==> src/rtl/winocnn_pkg.sv <==
// Shared widths, FSM encoding and packed kernel/tile types for the Winograd weight path.
// Raw kernels are 3x3 signed WT_W words; transformed tiles are 4x4 signed XW_W words.
package winocnn_pkg;

  localparam int WT_W   = 8;
  localparam int XW_W   = WT_W + 4;
  localparam int KERNEL = 3;
  localparam int TILE   = 4;

  typedef enum logic [2:0] {
    IDLE,
    FETCH,
    DRAIN,
    XFORM,
    READY,
    ACTIVE
  } wctl_state_t;

  typedef logic signed [WT_W-1:0] wt_t;
  typedef logic signed [XW_W-1:0] xw_t;

  // Element (r,c) lives at index r*KERNEL+c (kernel) or r*TILE+c (tile).
  typedef wt_t [KERNEL*KERNEL-1:0] raw_kernel_t;
  typedef xw_t [TILE*TILE-1:0]     xw_tile_t;

  function automatic xw_t sext_wt(input wt_t w);
    return {{(XW_W-WT_W){w[WT_W-1]}}, w};
  endfunction

endpackage

==> src/rtl/winograd_weight_transform.sv <==
// Purpose: combinational 3x3 kernel -> 4x4 tile, G' g G'^T with G' = 2G when `WEIGHT_XFORM_EN, else raw pass-through.
// Latency: zero cycles (pure combinational).
// Backpressure: none; output follows input.
module winograd_weight_transform
  import winocnn_pkg::*;
(
  input  raw_kernel_t kernel_i,
  output xw_tile_t    tile_o
);

`ifdef WEIGHT_XFORM_EN
  always_comb begin
    xw_t g0, g1, g2;
    xw_t t [TILE][KERNEL];
    tile_o = '0;
    g0 = '0;
    g1 = '0;
    g2 = '0;
    t  = '{default: '0};
    // Column-wise left product: rows of G' are [2,0,0],[1,1,1],[1,-1,1],[0,0,2].
    for (int c = 0; c < KERNEL; c++) begin
      g0 = sext_wt(kernel_i[c]);
      g1 = sext_wt(kernel_i[KERNEL + c]);
      g2 = sext_wt(kernel_i[2*KERNEL + c]);
      t[0][c] = g0 + g0;
      t[1][c] = g0 + g1 + g2;
      t[2][c] = g0 - g1 + g2;
      t[3][c] = g2 + g2;
    end
    for (int r = 0; r < TILE; r++) begin
      tile_o[r*TILE + 0] = t[r][0] + t[r][0];
      tile_o[r*TILE + 1] = t[r][0] + t[r][1] + t[r][2];
      tile_o[r*TILE + 2] = t[r][0] - t[r][1] + t[r][2];
      tile_o[r*TILE + 3] = t[r][2] + t[r][2];
    end
  end
`else
  always_comb begin
    tile_o = '0;
    for (int r = 0; r < KERNEL; r++) begin
      for (int c = 0; c < KERNEL; c++) begin
        tile_o[r*TILE + c] = sext_wt(kernel_i[r*KERNEL + c]);
      end
    end
  end
`endif

endmodule

==> src/rtl/weight_controller.sv <==
// Purpose: fetch od1/od2 3x3 kernels of input channel id from weight SRAM and register their 4x4 tiles (transform gated by `WEIGHT_XFORM_EN).
// Latency: prepare sampled at T -> weight_ready_o at T+21 (T+12 when od2 >= total_od, od2 tile forced to zero).
// Backpressure: tiles held in READY until weight_start_i; prepare ignored outside IDLE, start ignored outside READY/ACTIVE.
module weight_controller
  import winocnn_pkg::*;
#(
  parameter int ADDR_W = 16,
  parameter int MAX_ID = 16
) (
  input  logic                       clk,
  input  logic                       reset,
  input  logic [7:0]                 total_od_i,
  input  logic [7:0]                 weight_od1_i,
  input  logic [7:0]                 weight_od2_i,
  input  logic [3:0]                 weight_id_i,
  input  logic                       weight_prepare_i,
  input  logic                       weight_start_i,
  output logic                       wmem_ren_o,
  output logic [ADDR_W-1:0]          wmem_addr_o,
  input  logic [WT_W-1:0]            wmem_rdata_i,
  output logic                       weight_ready_o,
  output logic                       wt_valid_o,
  output logic [TILE*TILE*XW_W-1:0]  wt_od1_o,
  output logic [TILE*TILE*XW_W-1:0]  wt_od2_o
);

  wctl_state_t state_q, state_d;
  logic [4:0]  k_q;
  logic [7:0]  od1_q, od2_q;
  logic [3:0]  id_q;
  logic        skip2_q;
  logic        rd_vld_q;
  logic [4:0]  rd_idx_q;
  raw_kernel_t raw1_q, raw2_q;
  xw_tile_t    xf1, xf2, tile1_q, tile2_q;

  logic [4:0]  last_k;
  logic [7:0]  od_sel;
  logic [3:0]  k_lo;
  logic [3:0]  raw_idx;

  assign last_k  = skip2_q ? 5'd8 : 5'd17;
  assign od_sel  = (k_q < 5'd9) ? od1_q : od2_q;
  assign k_lo    = (k_q < 5'd9) ? k_q[3:0] : 4'(k_q - 5'd9);
  assign raw_idx = (rd_idx_q < 5'd9) ? rd_idx_q[3:0] : 4'(rd_idx_q - 5'd9);

  always_comb begin
    state_d        = state_q;
    wmem_ren_o     = 1'b0;
    weight_ready_o = 1'b0;
    wt_valid_o     = 1'b0;
    case (state_q)
      IDLE: begin
        if (weight_prepare_i) state_d = FETCH;
      end
      FETCH: begin
        wmem_ren_o = 1'b1;
        if (k_q == last_k) state_d = DRAIN;
      end
      DRAIN: state_d = XFORM;
      XFORM: state_d = READY;
      READY: begin
        weight_ready_o = 1'b1;
        if (weight_start_i) state_d = ACTIVE;
      end
      ACTIVE: begin
        wt_valid_o = 1'b1;
        if (!weight_start_i) state_d = IDLE;
      end
      default: state_d = IDLE;
    endcase
  end

  // Address products wrap at ADDR_W; out-of-range layouts are a configuration error.
  assign wmem_addr_o = wmem_ren_o
      ? (ADDR_W'(od_sel) * ADDR_W'(MAX_ID) + ADDR_W'(id_q)) * ADDR_W'(9) + ADDR_W'(k_lo)
      : '0;

  always_ff @(posedge clk) begin
    if (reset) begin
      state_q  <= IDLE;
      k_q      <= '0;
      od1_q    <= '0;
      od2_q    <= '0;
      id_q     <= '0;
      skip2_q  <= 1'b0;
      rd_vld_q <= 1'b0;
      rd_idx_q <= '0;
      raw1_q   <= '0;
      raw2_q   <= '0;
      tile1_q  <= '0;
      tile2_q  <= '0;
    end else begin
      state_q  <= state_d;
      rd_vld_q <= wmem_ren_o;
      rd_idx_q <= k_q;
      if (state_q == IDLE && weight_prepare_i) begin
        od1_q   <= weight_od1_i;
        od2_q   <= weight_od2_i;
        id_q    <= weight_id_i;
        skip2_q <= (weight_od2_i >= total_od_i);
        k_q     <= '0;
      end else if (state_q == FETCH) begin
        k_q <= k_q + 5'd1;
      end
      // SRAM data returns one cycle after its read; the last word lands during DRAIN.
      if (rd_vld_q) begin
        if (rd_idx_q < 5'd9) raw1_q[raw_idx] <= wmem_rdata_i;
        else                 raw2_q[raw_idx] <= wmem_rdata_i;
      end
      if (state_q == XFORM) begin
        tile1_q <= xf1;
        tile2_q <= skip2_q ? '0 : xf2;
      end
    end
  end

  winograd_weight_transform u_xf_od1 (
    .kernel_i (raw1_q),
    .tile_o   (xf1)
  );

  winograd_weight_transform u_xf_od2 (
    .kernel_i (raw2_q),
    .tile_o   (xf2)
  );

  assign wt_od1_o = tile1_q;
  assign wt_od2_o = tile2_q;

endmodule
==> config.mk <==
export PLATFORM = sky130hd
export DESIGN_NAME = weight_controller
export DESIGN_NICKNAME = d
export VERILOG_FILES = /design/src/rtl/winocnn_pkg.sv /design/src/rtl/winograd_weight_transform.sv /design/src/rtl/weight_controller.sv
export SDC_FILE = /design/constraint.sdc
export NUM_CORES = 1
export LEC_CHECK = 0
export CORE_ASPECT_RATIO = 1.25
export CORE_UTILIZATION = 44
export DETAILED_ROUTE_END_ITERATION = 8
export GPL_TIMING_DRIVEN = 0
export PLACE_DENSITY = 0.78
export SLEW_MARGIN = 25
export SYNTH_ARGS = -nofsm -noshare
export SYNTH_HDL_FRONTEND = slang
export SYNTH_SLANG_ARGS = --single-unit
==> constraint.sdc <==
create_clock -name clk -period 3.9 [get_ports clk]
set_input_delay 0.78 -clock clk [delete_from_list [all_inputs] [get_ports clk]]
set_output_delay 0.78 -clock clk [all_outputs]
set_load 0.005 [all_outputs]
==> results_dict.tcl, run 1 <==
set metrics [dict create \
    status "finished with violations" \
    violations "setup timing" \
    drv_cap 0 \
    synth_edf_count 0 \
    cts-root-buf "clkbuf_16" \
    clkTransAtPathRegs_ps 70 \
    first_global_vias 13380 \
    yosys_warnings 0 \
    drc_errors 0 \
    synth_cell_types 60 \
    rows 76 \
    clock-sinks 323 \
    gp_congestion 0.9070 \
    design_area_mm2 0.02145 \
    p_total_uw 7194 \
    grt_pass1_wl_um 70700 \
    pre_cts_ws_ps -1213 \
    cp.required_ps 3120 \
    netlist_top_cells_count "nand2_1, dfxtp_1, buf_4" \
    syn_area_mm2 0.01531 \
    grt_overflow 0 \
    max_freq_ghz 0.2048 \
    antenna_found_initial 0 \
    cts_tree "yes" \
    ys_top_cells_by_area "dfxtp_1, buf_4, nand2_1, a21oi_1, mux2i_1" \
    core_mm2 0.03433 \
    period_needed_ps 4884 \
    setup_violations 13 \
    h-tree-depth 1 \
    synth_top_area_frac 0.4223 \
    die-area_mm2 0.03556 \
    drive_above_1_share 0.2004 \
    worst_pin_slew_ps 913.1 \
    crit_arrival_ps 4100 \
    syn_to_final_growth_pct 40.08 \
    critPathMaxFanout 5 \
    finClkSkew_ps 28.24 \
    hpwl_um 34150 \
    use_met1 0.2765 \
    nets 2416 \
    die_width_um 168.9 \
    hold_path.class "reg2reg" \
    grtUsageMet3 0.04375 \
    stdcell_count 2823 \
    numCtsBuffers 31 \
    finalMaxSlewViolations 0 \
    insertion_delay_ps 580 \
    top_usage_layer "met2" \
    final-hold-violation-count 0 \
    power_leakage_uw 0.008740 \
    initial_core_util 0.4461 \
    vias 13890 \
    wl_um 47780 \
    rsz0062_at_grt "true" \
    yosys.area.top_type "dfxtp_1" \
    avgSynthCellArea_um2 8.442 \
    diodes 0 \
    finalWorstSetupSlack_ps -983.9 \
    pwr_density_cell_mw_per_mm2 335.3 \
    port-buffer-count 273 \
    cp-start-kind "flop" \
    fillCellCount 2832 \
    ys_ff_latch 323 \
    clockBufferDepth 3 \
    grt_use_total 0.2532 \
    async_flop_share 0 \
    ant_nets 0 \
    place_area_mm2 0.01932 \
    via_per_inst 4.921 \
    drtIter0Drc 897 \
    placed_cells 2722 \
    grt_max_degree 16 \
    die_h_um 210.6 \
    routedWlPerCell_um 16.93 \
    endpoint_kind "output pin" \
    post-route-period-util 1.252 \
    drt_first_pass_iters 5 \
    io_pins 443 \
    synth_cells 1814 \
    crit_type "reg2out" \
    ctsHoldBuffers 0 \
    slew_headroom 0.3912 \
    yosysSeqAreaShare 0.4223 \
    irDropWorstVdd_mv 0.3005 \
    yosysMostFrequentCell "nand2_1" \
    synthFlopType "dfxtp_1" \
    gr-usage-met2 0.4652 \
]
layer usage:
layer  part of all wire  vias up
met3              0.074      160
li1                   -     6661
met4              0.053        0
met1               0.37     6438
met5                  0        -
met2               0.50      632
final timing paths:
| kind | start | to | slack [ps] | depth (start not counted) |
|---|---|---|---|---|
| hold / removal | wt_od2_o[75] | wt_od2_o[75] | 450 | 2 |
| hold reg to reg | wt_od2_o[75] | wt_od2_o[75] | 450 | 2 |
| setup / recovery | k_q[1] | wmem_addr_o[13] | -980 | 16 |
| setup reg to reg | state_q[0] | wt_od1_o[3] | 890 | 7 |
where the power goes:
part | switching (uW) | internal, uW
Clock | 1300 | 1880
Sequential | 17.4 | 3320
Combinational | 361 | 315
repair_timing:
item | 4_1_cts | 5_1_grt
buffers inserted | 38 | 13
endpoints found under the hold margin | 0 | 0
endpoints found under the setup margin | 15 | 15
gates resized for setup | 150 | 37
pin swaps | 30 | 41
sequential cells by signal, indices dropped and copies added, names as in the netlist:
name / flops
k_q: 5
od1_q: 8
rd_vld_q: 1
od2_q: 8
wt_od2_o: 72
raw2_q: 72
wt_od1_o: 72
id_q: 4
raw1_q: 72
state_q: 3
rd_idx_q: 5
skip2_q: 1
stage by stage:
stage	utilization	TNS [ps]	hold WS, ps
2_1_floorplan	-	-133.0	431.2
3_3_place_gp	0.5624	-7991	438.1
3_5_place_dp	0.5627	-8411	445.3
4_1_cts	0.6176	-8077	454.3
5_1_grt	0.6249	-10470	471.9
6_report	0.6249	-9189	452.0
cell usage in the layout (no fill, tap or decap), drive strengths merged, types with 6 or more instances in the layout:
| cell | count |
|---|---|
| clkdlybuf4s50 | 258 |
| nor2 | 90 |
| nand3b | 75 |
| and3 | 6 |
| dfxtp | 323 |
| nor3 | 10 |
| nand2b | 54 |
| nor2b | 8 |
| inv | 26 |
| a21o | 6 |
| o21ai | 27 |
| nand3 | 49 |
| nand2 | 327 |
| clkbuf | 133 |
| clkinv | 10 |
| a21oi | 224 |
| mux2i | 109 |
| ha | 44 |
| buf | 326 |
| xnor2 | 6 |
| conb | 168 |
cells by family after synthesis:
group	Yosys count	synth area share
AOI/OAI and AO/OA	290	0.1041
xor gates and xnor gates	11	0.006291
adders and majority gates	45	0.03726
buffers and inverters	385	0.1558
DFF	323	0.4223
muxes	111	0.07272
other	1	0.0002449
and+or+nand+nor	648	0.2013
worst max-delay path, stage by stage, from the launching register on:
cell	delay, ps
dfxtp_4	350
or3_4	410
buf_6	140
nand2_4	80
nand2_8	80
nor2_4	130
a21oi_2	40
ha_1	320
ha_4	180
fa_2	410
a21oi_4	200
o21ai_4	80
a211oi_2	270
buf_4	160
o31a_1	220
mux2i_4	290
buf_2	160
cell type report:
class                   count  area [um^2]  area share
plain buffers             356         2271      0.1059
clock buffers              41        863.3     0.04025
clock inverters            16        212.7    0.009915
inverters                  25        93.84    0.004374
multi-input cells        1273         7845      0.3657
flip-flops and latches    323         6477      0.3020
well taps                 468        585.6     0.02730
repair buffers            321         3103      0.1446
Power figures use the tool's default switching activity.
==> run 2: changes to the inputs <==
CORE_UTILIZATION = 45   (was 44)
CTS_BUF_LIST = sky130_fd_sc_hd__clkbuf_8   (was unset)
PLACE_DENSITY = 0.79   (was 0.78)
==> run 2 against run 1 <==
  * The run still ends with setup timing left
  * Via count shrank 0.11%
  * Critical path type unchanged
  * Clock power fell by 10%
  * Sequential cell count is the same
==> results_dict.tcl, run 2 (synthesized netlist as in run 1, its figures left out) <==
set metrics [dict create \
    cp-start-kind "flop" \
    drc_errors 0 \
    die_width_um 167.0 \
    status "finished with violations" \
    irDropWorstVdd_mv 0.3275 \
    die_h_um 208.2 \
    clock-sinks 323 \
    syn_to_final_growth_pct 37.62 \
    violations "setup timing" \
    final_common_cell "dfxtp_1" \
    routedWlPerCell_um 16.71 \
    initial_core_util 0.4571 \
    hold_slack_ps 443.0 \
    cts_tree "yes" \
    place_area_mm2 0.01926 \
    port-buffer-count 273 \
    gp_congestion 0.9165 \
    numCtsBuffers 49 \
    finalMaxSlewViolations 0 \
    rsz0062_at_grt "true" \
    grt_max_degree 14 \
    pwr_density_cell_mw_per_mm2 325.4 \
    utilization 0.6291 \
    worst_pin_slew_ps 991.6 \
    min_delay_path_depth 2 \
    setup_violations 14 \
    design_area_mm2 0.02107 \
    grt_use_total 0.2578 \
    die-area_mm2 0.03478 \
    finalWorstSetupSlack_ps -820.3 \
    rows 75 \
    layout_common_cells "dfxtp_1, nand2_1, buf_4, clkdlybuf4s50_1, a21oi_1" \
    first_global_vias 13250 \
    placed_cells 2677 \
    wl_um 46760 \
    ctsHoldBuffers 0 \
    drtIter0Drc 925 \
    h-tree-depth 2 \
    critPathMaxFanout 7 \
    ant_nets 0 \
    endpoint_kind "output pin" \
    crit_arrival_ps 3940 \
    core_mm2 0.03350 \
    max_freq_ghz 0.2119 \
    drive_above_1_share 0.1992 \
    cts-root-buf "clkbuf_8" \
    antenna_found_initial 0 \
    drv_cap 0 \
    crit_type "reg2out" \
    drt_first_pass_iters 5 \
    clockBufferDepth 3 \
    hold_path.class "reg2reg" \
    power_leakage_uw 0.008697 \
    via_per_inst 4.959 \
    nets 2425 \
    p_total_uw 6858 \
    finClkSkew_ps 44.66 \
    clkTransAtPathRegs_ps 60 \
    r2r_cells 7 \
    grt_pass1_wl_um 70410 \
    diodes 0 \
    grt_overflow 0 \
    hpwl_um 34420 \
    period_needed_ps 4720 \
    cp.required_ps 3120 \
    final-hold-violation-count 0 \
    insertion_delay_ps 620 \
    io_pins 443 \
    vias 13880 \
    post-route-period-util 1.210 \
    stdcell_count 2798 \
    slew_headroom 0.3389 \
]
[run 2: timing repair]
item                                    4_1_cts  5_1_grt
pin swaps                                    41       38
resized for setup                           125       32
endpoints found under the setup margin       16       16
buffers inserted                             23       16
[run 2: final timing paths]
| kind | slack (ps) | startpoint | end |
|---|---|---|---|
| max | -820 | k_q[1] | wmem_addr_o[14] |
| min | 440 | raw1_q[33] | wt_od1_o[61] |
| max reg2reg | 960 | state_q[1] | wt_od1_o[4] |
| min reg2reg | 440 | raw1_q[33] | wt_od1_o[61] |
[run 2: worst max-delay path, stage by stage (launching register included)]
cell      delay (ps)
dfxtp_4          360
or3_4            400
a21oi_4          160
buf_12           160
mux2i_4          250
inv_2             90
ha_4             280
ha_4             200
ha_4             290
nand4_1          180
or2_4            310
a31oi_4          200
or4_1            140
o211ai_1         130
buf_2            190
[run 2: per-stage QoR]
stage / setup TNS [ps] / setup slack (ps)
2_1_floorplan: -133.0 / -82.46
5_1_grt: -8440 / -900.9
6_report: -7138 / -820.3
3_3_place_gp: -8172 / -1220
4_1_cts: -7001 / -909.4
3_5_place_dp: -8266 / -1259
[run 2: power breakdown]
group | leakage [uW] | internal, uW | switching [uW]
Clock | 0.000569 | 1520 | 1340
Sequential | 0.00261 | 3320 | 15.7
Combinational | 0.00552 | 308 | 352
[run 2: area by class of cell]
type                            count  area [um^2]
Buffer                            356         2271
Clock buffer                       63        867.1
Clock inverter                     23        141.4
Fill cell                        2805        12430
Inverter                           25        93.84
Multi-Input combinational cell   1273         7701
Sequential cell                   323         6475
Tap cell                          423        529.3
Timing Repair Buffer              312         2995
[run 2: routing by layer]
metal	global-route usage	wire length, um	up-vias
met5	0	0	-
met4	0.1367	2300	0
met3	0.06391	3735	135
met2	0.4647	23350	592
met1	0.2756	17380	6473
li1	-	-	6676
